<file path="src/rtl/counter_arbiter_2req.sv">
// Shares one WIDTH-bit up-counter between two requesters using round-robin grants.
// Optional build macro CTRL_ABORT_EN: dropping the granted request while counting aborts the interval.
module counter_arbiter_2req #(
  parameter int WIDTH = 4
) (
  input  logic             clk,
  input  logic             rst,
  input  logic             req0,
  input  logic             req1,
  input  logic [WIDTH-1:0] len0,
  input  logic [WIDTH-1:0] len1,
  output logic             gnt0,
  output logic             gnt1,
  output logic             busy,
  output logic [WIDTH-1:0] cnt,
  output logic             done0,
  output logic             done1
);

  localparam logic [1:0] IDLE  = 2'd0;
  localparam logic [1:0] COUNT = 2'd1;
  localparam logic [1:0] DONE  = 2'd2;

  logic [1:0]       state;
  logic [WIDTH-1:0] len_q;
  logic             last_gnt;
  logic             pick1;

  // Requester 1 wins when it is alone, or when both ask and 0 was served last.
  assign pick1 = req1 && (!req0 || !last_gnt);

`ifdef CTRL_ABORT_EN
  logic owner_req;
  assign owner_req = gnt1 ? req1 : req0;
`endif

  always_ff @(posedge clk) begin
    if (!rst) begin
      state    <= IDLE;
      gnt0     <= 1'b0;
      gnt1     <= 1'b0;
      busy     <= 1'b0;
      done0    <= 1'b0;
      done1    <= 1'b0;
      cnt      <= '0;
      len_q    <= '0;
      last_gnt <= 1'b1;
    end else begin
      case (state)
        IDLE: begin
          cnt <= '0;
          if (req0 || req1) begin
            gnt0  <= !pick1;
            gnt1  <= pick1;
            len_q <= pick1 ? len1 : len0;
            busy  <= 1'b1;
            state <= COUNT;
          end
        end
        COUNT: begin
`ifdef CTRL_ABORT_EN
          // An abort still counts as a served turn for round-robin purposes.
          if (!owner_req) begin
            gnt0     <= 1'b0;
            gnt1     <= 1'b0;
            busy     <= 1'b0;
            cnt      <= '0;
            last_gnt <= gnt1;
            state    <= IDLE;
          end else
`endif
          if (cnt != len_q) begin
            cnt <= cnt + WIDTH'(1);
          end else begin
            done0 <= gnt0;
            done1 <= gnt1;
            state <= DONE;
          end
        end
        DONE: begin
          done0    <= 1'b0;
          done1    <= 1'b0;
          gnt0     <= 1'b0;
          gnt1     <= 1'b0;
          busy     <= 1'b0;
          cnt      <= '0;
          last_gnt <= gnt1;
          state    <= IDLE;
        end
        default: state <= IDLE;
      endcase
    end
  end

endmodule

</file>
<file path="config.mk">
export PLATFORM = sky130hd
export DESIGN_NAME = counter_arbiter_2req
export DESIGN_NICKNAME = d
export VERILOG_FILES = /design/src/rtl/counter_arbiter_2req.sv
export SDC_FILE = /design/constraint.sdc
export NUM_CORES = 1
export LEC_CHECK = 0
export CORE_MARGIN = 2
export CORE_UTILIZATION = 46
export DETAILED_ROUTE_END_ITERATION = 12
export PLACE_DENSITY = 0.81
export SYNTH_ARGS = -nofsm -noshare
export SYNTH_HDL_FRONTEND = slang
export SYNTH_SLANG_ARGS = --single-unit
</file>
<file path="constraint.sdc">
create_clock -name clk -period 1.6 [get_ports clk]
set_input_delay 0.24 -clock clk [delete_from_list [all_inputs] [get_ports clk]]
set_output_delay 0.24 -clock clk [all_outputs]
set_load 0.05 [all_outputs]
</file>
Word-level counts from Yosys, hierarchy flattened:

Cells that the tools add are included.

* $add $sub $neg: 1
* equality and inequality tests: 6
* muxes and demuxes: 16
* reductions and logical operators: 16

Operators with widths (number)
* $pmux 1 s2: 5
* $reduce_and 2->1: 5
* $mux 4: 2
* $pmux 4 s2: 1
* $ne 2x2->1 const B: 3
* $reduce_bool 2->1: 3
* $mux 1: 5
* $add 4x1->4 const B: 1
* $mux 2: 2
* $ne 4x4->1: 1
* $pmux 2 s2: 1
* $logic_not 1->1: 3
* $eq 2x1->1 const B: 1
* $eq 2x2->1 const B: 1
* $logic_not 2->1: 1
* $logic_or 1x1->1: 2
* $reduce_or 2->1: 1
* $logic_and 1x1->1: 1

* bits in registers: 16
* input port bits: 12
* output and inout bits: 9
* logic and storage cells: 48

Logic depth before layout (Yosys ltp):

Gate-level depths: netlist (run 1).

* depth after elaboration: 6
* depth in mapped cells: 5

Worst setup path after synthesis (run 1):

Ideal clock, no wire load.

* kind: reg2reg
* start point: register cnt[0]
* end point: register cnt[3]
* arrival time: 1.681 ns
* required time: 1.477 ns
* path slack: -0.204 ns
* stages on the path, launching flop included: 5
* clock period less this slack: 1.804 ns
* cell sequence: dfxtp_1 -> xnor2_1 -> a41oi_4 -> nand4_1 -> mux2_1

* word-level cells in the longest chain between the ends: 3
* elaborated cells on any way between the ends: 6
* those cells by class: 1 x add/sub; 2 x eq/ne; 2 x mux; 1 x reduce/logical

RTL lines
* start: declaration: line 15 `output logic [WIDTH-1:0] cnt,`
* start signal: assignment: line 73 `cnt <= cnt + WIDTH'(1);`
* $add 4x1->4 / $ne 4x4->1 (equally long branches): line 73, 72
* $mux 4 / $ne 2x2->1 (equally long branches)
* $pmux 4 s2 / $reduce_and 2->1 (equally long branches)

Several ways; a longest one is shown, not always the timed one. The select of a mux whose other input is x is not followed.
A chain may end at the register's enable or synchronous reset.

Final worst setup path (run 1):

* start point: register cnt[2]
* end point: register cnt[3]

The elaborated chain is that of the path after synthesis.

==> results.ini, run 1 <==
[outcome]
status=complete, no violations

[routing]
drtPass1Iterations=4
routedWlPerCell_um=13.31
vias_per_cell=5.405
num_vias=654
drtIter0Drc=15
drc_errors=0
antenna_left=0
postRouteWirelength_um=1610

[sta]
post-route-min-period_ns=1.424
finalSetupViolCount=0
timing.fmax_mhz=702.3
rsz0062_at_grt=no
maxSlewViolCount=0
tightestPinTransition_ns=0.3890
period_share=0.8899
hold_violations=0
slew_headroom=0.7403
finalClockSkew_ns=0.007260

[synthesis]
ys_ff_latch=16
postSynthCellCount=81
yosys_warnings=0
synth_area_leaders=dfxtp_1 (41%), mux2i_1 (13%), o211a_1 (7.7%), xnor2_1 (5.6%), nand2_1 (5.3%)
synth_area_per_cell_um2=9.670
yosys.area.top_type=dfxtp_1
netlist_area_um2=783.3
netlist.area_leader.share=0.4089
ys_seq_area_frac=0.4089
ys_types=23
synth_nets=94

[clock_tree]
cts_resized=0
cts_max_path_buffers=2
cts_sinks=16
postCtsSetupRepairBufs=0
numCtsBuffers=3
clkSlewWorstSetupHoldPaths_ns=0.10
cts_tree=done
holdBufCountCts=0
htree_levels=1
root_buffer=clkbuf_4
clkLatencyLatePin_ns=0.29

[grt]
grt_max_degree=12
overflow=0
grt_pass1_vias=582
grt_pass1_wl_um=2546
antenna_found_initial=0
grt_util_all_layers=0.1775

[power]
internal-power_mw=0.7743
p_sw_mw=0.4182
powerDensity_nw_per_um2=1151
power_frac_seq=0.424
ir_worst_vdd_mv=0.5744
total_power_mw=1.192
p_comb_frac=0.351
p_leak_nw=0.4869
p_sw_frac=0.3507
power.clock.fraction=0.225

[cells_and_area]
syn2layout_area_growth_pct=32.27
multi_input_area_um2=446.7
fin_cells=121
finalNetCount=119
fillerInstances=135
area.sequential_um2=325.3
num_antenna_cells=0
drive_gt1_frac=0.2286

[placement]
gp_congestion=0.7111
dp_cells=117
dp_hpwl_um=1247
portBuffers=20

[die]
start_util=0.5024
die_x_um=45.27
ios=21
die_area_um2=2049
placementRows=14
fp.coreArea_um2=1559
die_h_um=45.27

[critical_path]
cp_max_fo=5
crit_arrival_ns=1.61
cp-end-kind=flip-flop
critPathLaunchType=flip-flop
crit_type=reg2reg
required_ns=1.79

[worst_hold_path]
hp-class=reg2reg

[flow_run]
maxCapViolCount=0

==> state kept, by name (all words and copies together) (netlist names) <==
name and count:
busy 1, cnt 4, done0 1, done1 1, gnt0 1, gnt1 1
last_gnt 1, len_q 4, state 2
==> power groups by stage <==
stage                     Sequential, mW  Combinational, mW  Clock, mW
after floorplan                    0.581              0.222          0
after global placement             0.513              0.409          0
after detailed placement           0.515              0.420          0
after CTS                          0.506              0.421      0.275
after global routing               0.512              0.457      0.287
final                              0.506              0.418      0.269
==> per-stage QoR <==
stage / hold slack [ns] / setup slack, ns / instance area, um^2 / setup TNS (ns) / utilization
4_1_cts: 0.5250 / 0.1803 / 1036 / 0 / 0.6645
6_report: 0.5261 / 0.1762 / 1036 / 0 / 0.6645
3_5_place_dp: 0.4976 / -0.04085 / 999.7 / -0.09010 / 0.6413
2_1_floorplan: 0.3682 / 0.04411 / 788.3 / 0 / -
3_3_place_gp: 0.4881 / -0.01793 / 999.7 / -0.01793 / 0.6413
5_1_grt: 0.5476 / 0.1227 / 1036 / 0 / 0.6645
==> final timing paths <==
path	to	cells after the start	startpoint	slack, ns
worst max register to register	cnt[3]$_SDFFE_PN0P_	4	cnt[2]$_SDFFE_PN0P_	0.18
worst max-delay path	cnt[3]$_SDFFE_PN0P_	4	cnt[2]$_SDFFE_PN0P_	0.18
worst min register to register	last_gnt$_SDFFE_PN1P_	2	last_gnt$_SDFFE_PN1P_	0.53
worst min-delay path	last_gnt$_SDFFE_PN1P_	2	last_gnt$_SDFFE_PN1P_	0.53
==> synthesized netlist by cell type, drive strengths merged <==
master	number
dfxtp	16
nand2	11
mux2i	10
o211a	6
nor2	5
xnor2	5
a21oi	3
clkbuf	3
nand3	3
nor2b	3
and2	2
nand4	2
nor3	2
o21ai	2
a21boi	1
a31o	1
a41oi	1
and3	1
buf	1
ha	1
mux2	1
nand2b	1
==> critical path, cell delays in order (launching register included) <==
cell and delay, ns:
dfxtp_2 0.36, xnor2_1 0.32, a41oi_4 0.17, nand4_1 0.14, mux2_1 0.32
==> logic make-up after synthesis <==
| kind of cell | Yosys count | synth area share |
|---|---|---|
| AND/OR/NAND/NOR | 30 | 0.1869 |
| XOR/XNOR | 5 | 0.05591 |
| AO/OA/AOI/OAI | 14 | 0.1693 |
| flip-flops | 16 | 0.4089 |
| multiplexers | 11 | 0.1422 |
| adder cells (fa/ha/maj) | 1 | 0.01597 |
| buffers and inverters | 4 | 0.02076 |
==> layout by cell type (no fill, tap or decap), drive strengths merged <==
cell	n
nor2b	3
nand4	2
mux2i	10
nor3	2
o211a	6
nand2	11
nor2	5
xnor2	5
ha	1
nand3	3
clkbuf	4
a31o	1
nand2b	1
and3	1
a21boi	1
a21oi	3
dfxtp	16
mux2	1
and2	2
o21ai	2
clkdlybuf4s50	11
a41oi	1
buf	13
==> cell type report <==
class | count | share of cell area
Multi-Input combinational cell | 61 | 0.4312
Sequential cell | 16 | 0.3140
Clock buffer | 4 | 0.03502
Timing Repair Buffer | 24 | 0.2005
Tap cell | 16 | 0.01932
==> per-layer routing <==
layer  vias to the layer above  global-route usage  wire, um  part of all wire
li1                        333                   -         -                 -
met2                        28              0.2829       785              0.49
met5                         -                   0         0                 0
met4                         0              0.1059        27             0.017
met3                         4             0.03600       116             0.072
met1                       289              0.2192       680              0.42
Power figures use the tool's default switching activity.
==> run 2, diff against run 1 <==
Settings changed: CORE_UTILIZATION 46 to 34, PLACE_DENSITY 0.81 to 0.64.
==> results.ini, run 2 (same netlist as run 1, synthesis figures left out) <==
[outcome]
status=complete, no violations  ; unchanged

[clock_tree]
cts_resized=0  ; unchanged
clkLatencyLatePin_ns=0.29  ; about the same
numCtsBuffers=3  ; unchanged
cts_max_path_buffers=2  ; unchanged
root_buffer=clkbuf_4  ; unchanged
postCtsSetupRepairBufs=0  ; unchanged
holdBufCountCts=0  ; unchanged
cts_sinks=16  ; unchanged
htree_levels=1  ; unchanged
cts_tree=done  ; unchanged
clkSlewWorstSetupHoldPaths_ns=0.09  ; was 0.10 ns

[placement]
portBuffers=20  ; unchanged
place_ws_ns=0.01123  ; was -0.04085 ns
gp_congestion=0.7065  ; was 0.7111
dp_hpwl_um=1228  ; was 1247 um
dp_cells=131  ; was 117

[sta]
finalSetupTns_ns=0  ; unchanged
slew_headroom=0.7568  ; was 0.7403
post-route-min-period_ns=1.369  ; was 1.424 ns
setup_slack_ns=0.2309  ; was 0.1762 ns
rsz0062_at_grt=no  ; unchanged
finalClockSkew_ns=0.005211  ; was 0.007260 ns
timing.fmax_mhz=730.4  ; was 702.3 MHz
tightestPinTransition_ns=0.3644  ; was 0.3890 ns
period_share=0.8557  ; was 0.8899
hold_violations=0  ; unchanged
holdWs_ns=0.5046  ; was 0.5261 ns
finalSetupViolCount=0  ; unchanged
maxSlewViolCount=0  ; unchanged

[power]
p_sw_frac=0.3483  ; was 0.3507
power.clock.fraction=0.224  ; was 0.225
power_frac_seq=0.421  ; was 0.424
internal-power_mw=0.7818  ; was 0.7743 mW
ir_worst_vdd_mv=0.8709  ; was 0.5744 mV
p_comb_frac=0.355  ; was 0.351
p_leak_nw=0.4969  ; was 0.4869 nW
p_sw_mw=0.4178  ; was 0.4182 mW
powerDensity_nw_per_um2=1125  ; was 1151 nW/um^2

[grt]
grt_util_met1=0.1714  ; was 0.2192
grt_max_degree=11  ; was 12
grt_util_all_layers=0.1411  ; was 0.1775
antenna_found_initial=0  ; unchanged
grt_pass1_wl_um=2732  ; was 2546 um
grt_pass1_vias=619  ; was 582
grt_util_met2=0.2110  ; was 0.2829
grtUsageMet3=0.05460  ; was 0.03600
grt.busiest_layer=met2  ; unchanged
overflow=0  ; unchanged

[worst_hold_path]
hp-class=reg2reg  ; unchanged
whs_path_depth=2  ; unchanged

[die]
die_x_um=52.00  ; was 45.27 um
fp.coreArea_um2=2191  ; was 1559 um^2
ios=21  ; unchanged
placementRows=17  ; was 14
start_util=0.3575  ; was 0.5024
die_h_um=52.00  ; was 45.27 um
die_area_um2=2703  ; was 2049 um^2

[critical_path]
required_ns=1.78  ; was 1.79 ns
crit_arrival_ns=1.55  ; was 1.61 ns
crit_start=cnt[0]$_SDFFE_PN0P_  ; was cnt[2]$_SDFFE_PN0P_
worstPathBufferInverterCount=0  ; unchanged
r2r_setup_slack_ns=0.23  ; was 0.18 ns
r2r-end=cnt[3]$_SDFFE_PN0P_  ; unchanged
crit_type=reg2reg  ; unchanged
cp-end-kind=flip-flop  ; unchanged
critPathLaunchType=flip-flop  ; unchanged
r2r-start=cnt[0]$_SDFFE_PN0P_  ; was cnt[2]$_SDFFE_PN0P_
cp_max_fo=5  ; unchanged
r2r_cells=4  ; unchanged
cp.depth=4  ; unchanged
cp_top_family=flip-flops  ; unchanged
slowest_stage=dfxtp_2  ; unchanged
slowest_delay_ns=0.36  ; about the same
endpoint=cnt[3]$_SDFFE_PN0P_  ; unchanged
worstPathCellList=xnor2_1 -> a41oi_4 -> nand4_1 -> mux2_1  ; unchanged

[routing]
vias_per_cell=4.822  ; was 5.405
antenna_left=0  ; unchanged
drtPass1Iterations=4  ; unchanged
num_vias=651  ; was 654
routedWlPerCell_um=11.67  ; was 13.31 um
postRouteWirelength_um=1575  ; was 1610 um
drtIter0Drc=3  ; was 15
drc_errors=0  ; unchanged

[cells_and_area]
top_regs=cnt: 4 flops, len_q: 4 flops, state: 2 flops  ; unchanged
fin_cells=135  ; was 121
final_common_cell=buf_4  ; unchanged
syn2layout_area_growth_pct=36.10  ; was 32.27%
drive_gt1_frac=0.2430  ; was 0.2286
finalNetCount=121  ; was 119
most-common-layout-cells=buf_4 (15), dfxtp_1 (12), nand2_1 (11), clkdlybuf4s50_1 (11), mux2i_1 (10)  ; was buf_4 (13), dfxtp_1 (12), nand2_1 (11), clkdlybuf4s50_1 (11), mux2i_1 (10)
num_antenna_cells=0  ; unchanged

[flow_run]
maxCapViolCount=0  ; unchanged

-- run 2: power groups by stage --
stage,Clock [mW],Combinational [mW],Sequential [mW]
global route,0.303,0.466,0.512
detailed placement,0,0.429,0.515
floorplan,0,0.222,0.581
global placement,0,0.423,0.515
CTS,0.280,0.431,0.505
finish,0.269,0.426,0.505
-- run 2: routing by layer --
| layer | up-vias | share of wire |
|---|---|---|
| met5 | - | 0 |
| met2 | 15 | 0.43 |
| met3 | 4 | 0.060 |
| li1 | 337 | - |
| met4 | 0 | 0.027 |
| met1 | 295 | 0.48 |
-- run 2: how the worst min path moves through the flow --
stage                                      from               endpoint  slack, ns
final                     last_gnt$_SDFFE_PN1P_  last_gnt$_SDFFE_PN1P_       0.50
after global routing      last_gnt$_SDFFE_PN1P_  last_gnt$_SDFFE_PN1P_       0.55
after CTS                 last_gnt$_SDFFE_PN1P_  last_gnt$_SDFFE_PN1P_       0.51
after detailed placement  last_gnt$_SDFFE_PN1P_  last_gnt$_SDFFE_PN1P_       0.49
after global placement    last_gnt$_SDFFE_PN1P_  last_gnt$_SDFFE_PN1P_       0.49
after floorplan                             rst      busy$_SDFFE_PN0P_       0.37
-- run 2: layout make-up --
cell class                      count  area, um^2
Timing Repair Buffer               26       222.7
Multi-Input combinational cell     61       446.7
Tap cell                           28       35.03
Sequential cell                    16       325.3
Fill cell                         217        1125
Clock buffer                        4       36.28
-- run 2: stage by stage --
stage          power (mW)  utilization  cell area [um^2]
6_report            1.200       0.4866              1066
3_3_place_gp       0.9377       0.4700              1030
5_1_grt             1.281       0.4866              1066
2_1_floorplan      0.8036            -             788.3
4_1_cts             1.216       0.4866              1066
3_5_place_dp       0.9437       0.4700              1030
-- run 2: worst register-to-register path, cell delays in order (launching register included) --
cell	delay [ns]
dfxtp_2	0.36
xnor2_1	0.31
a41oi_4	0.15
nand4_1	0.13
mux2_1	0.32
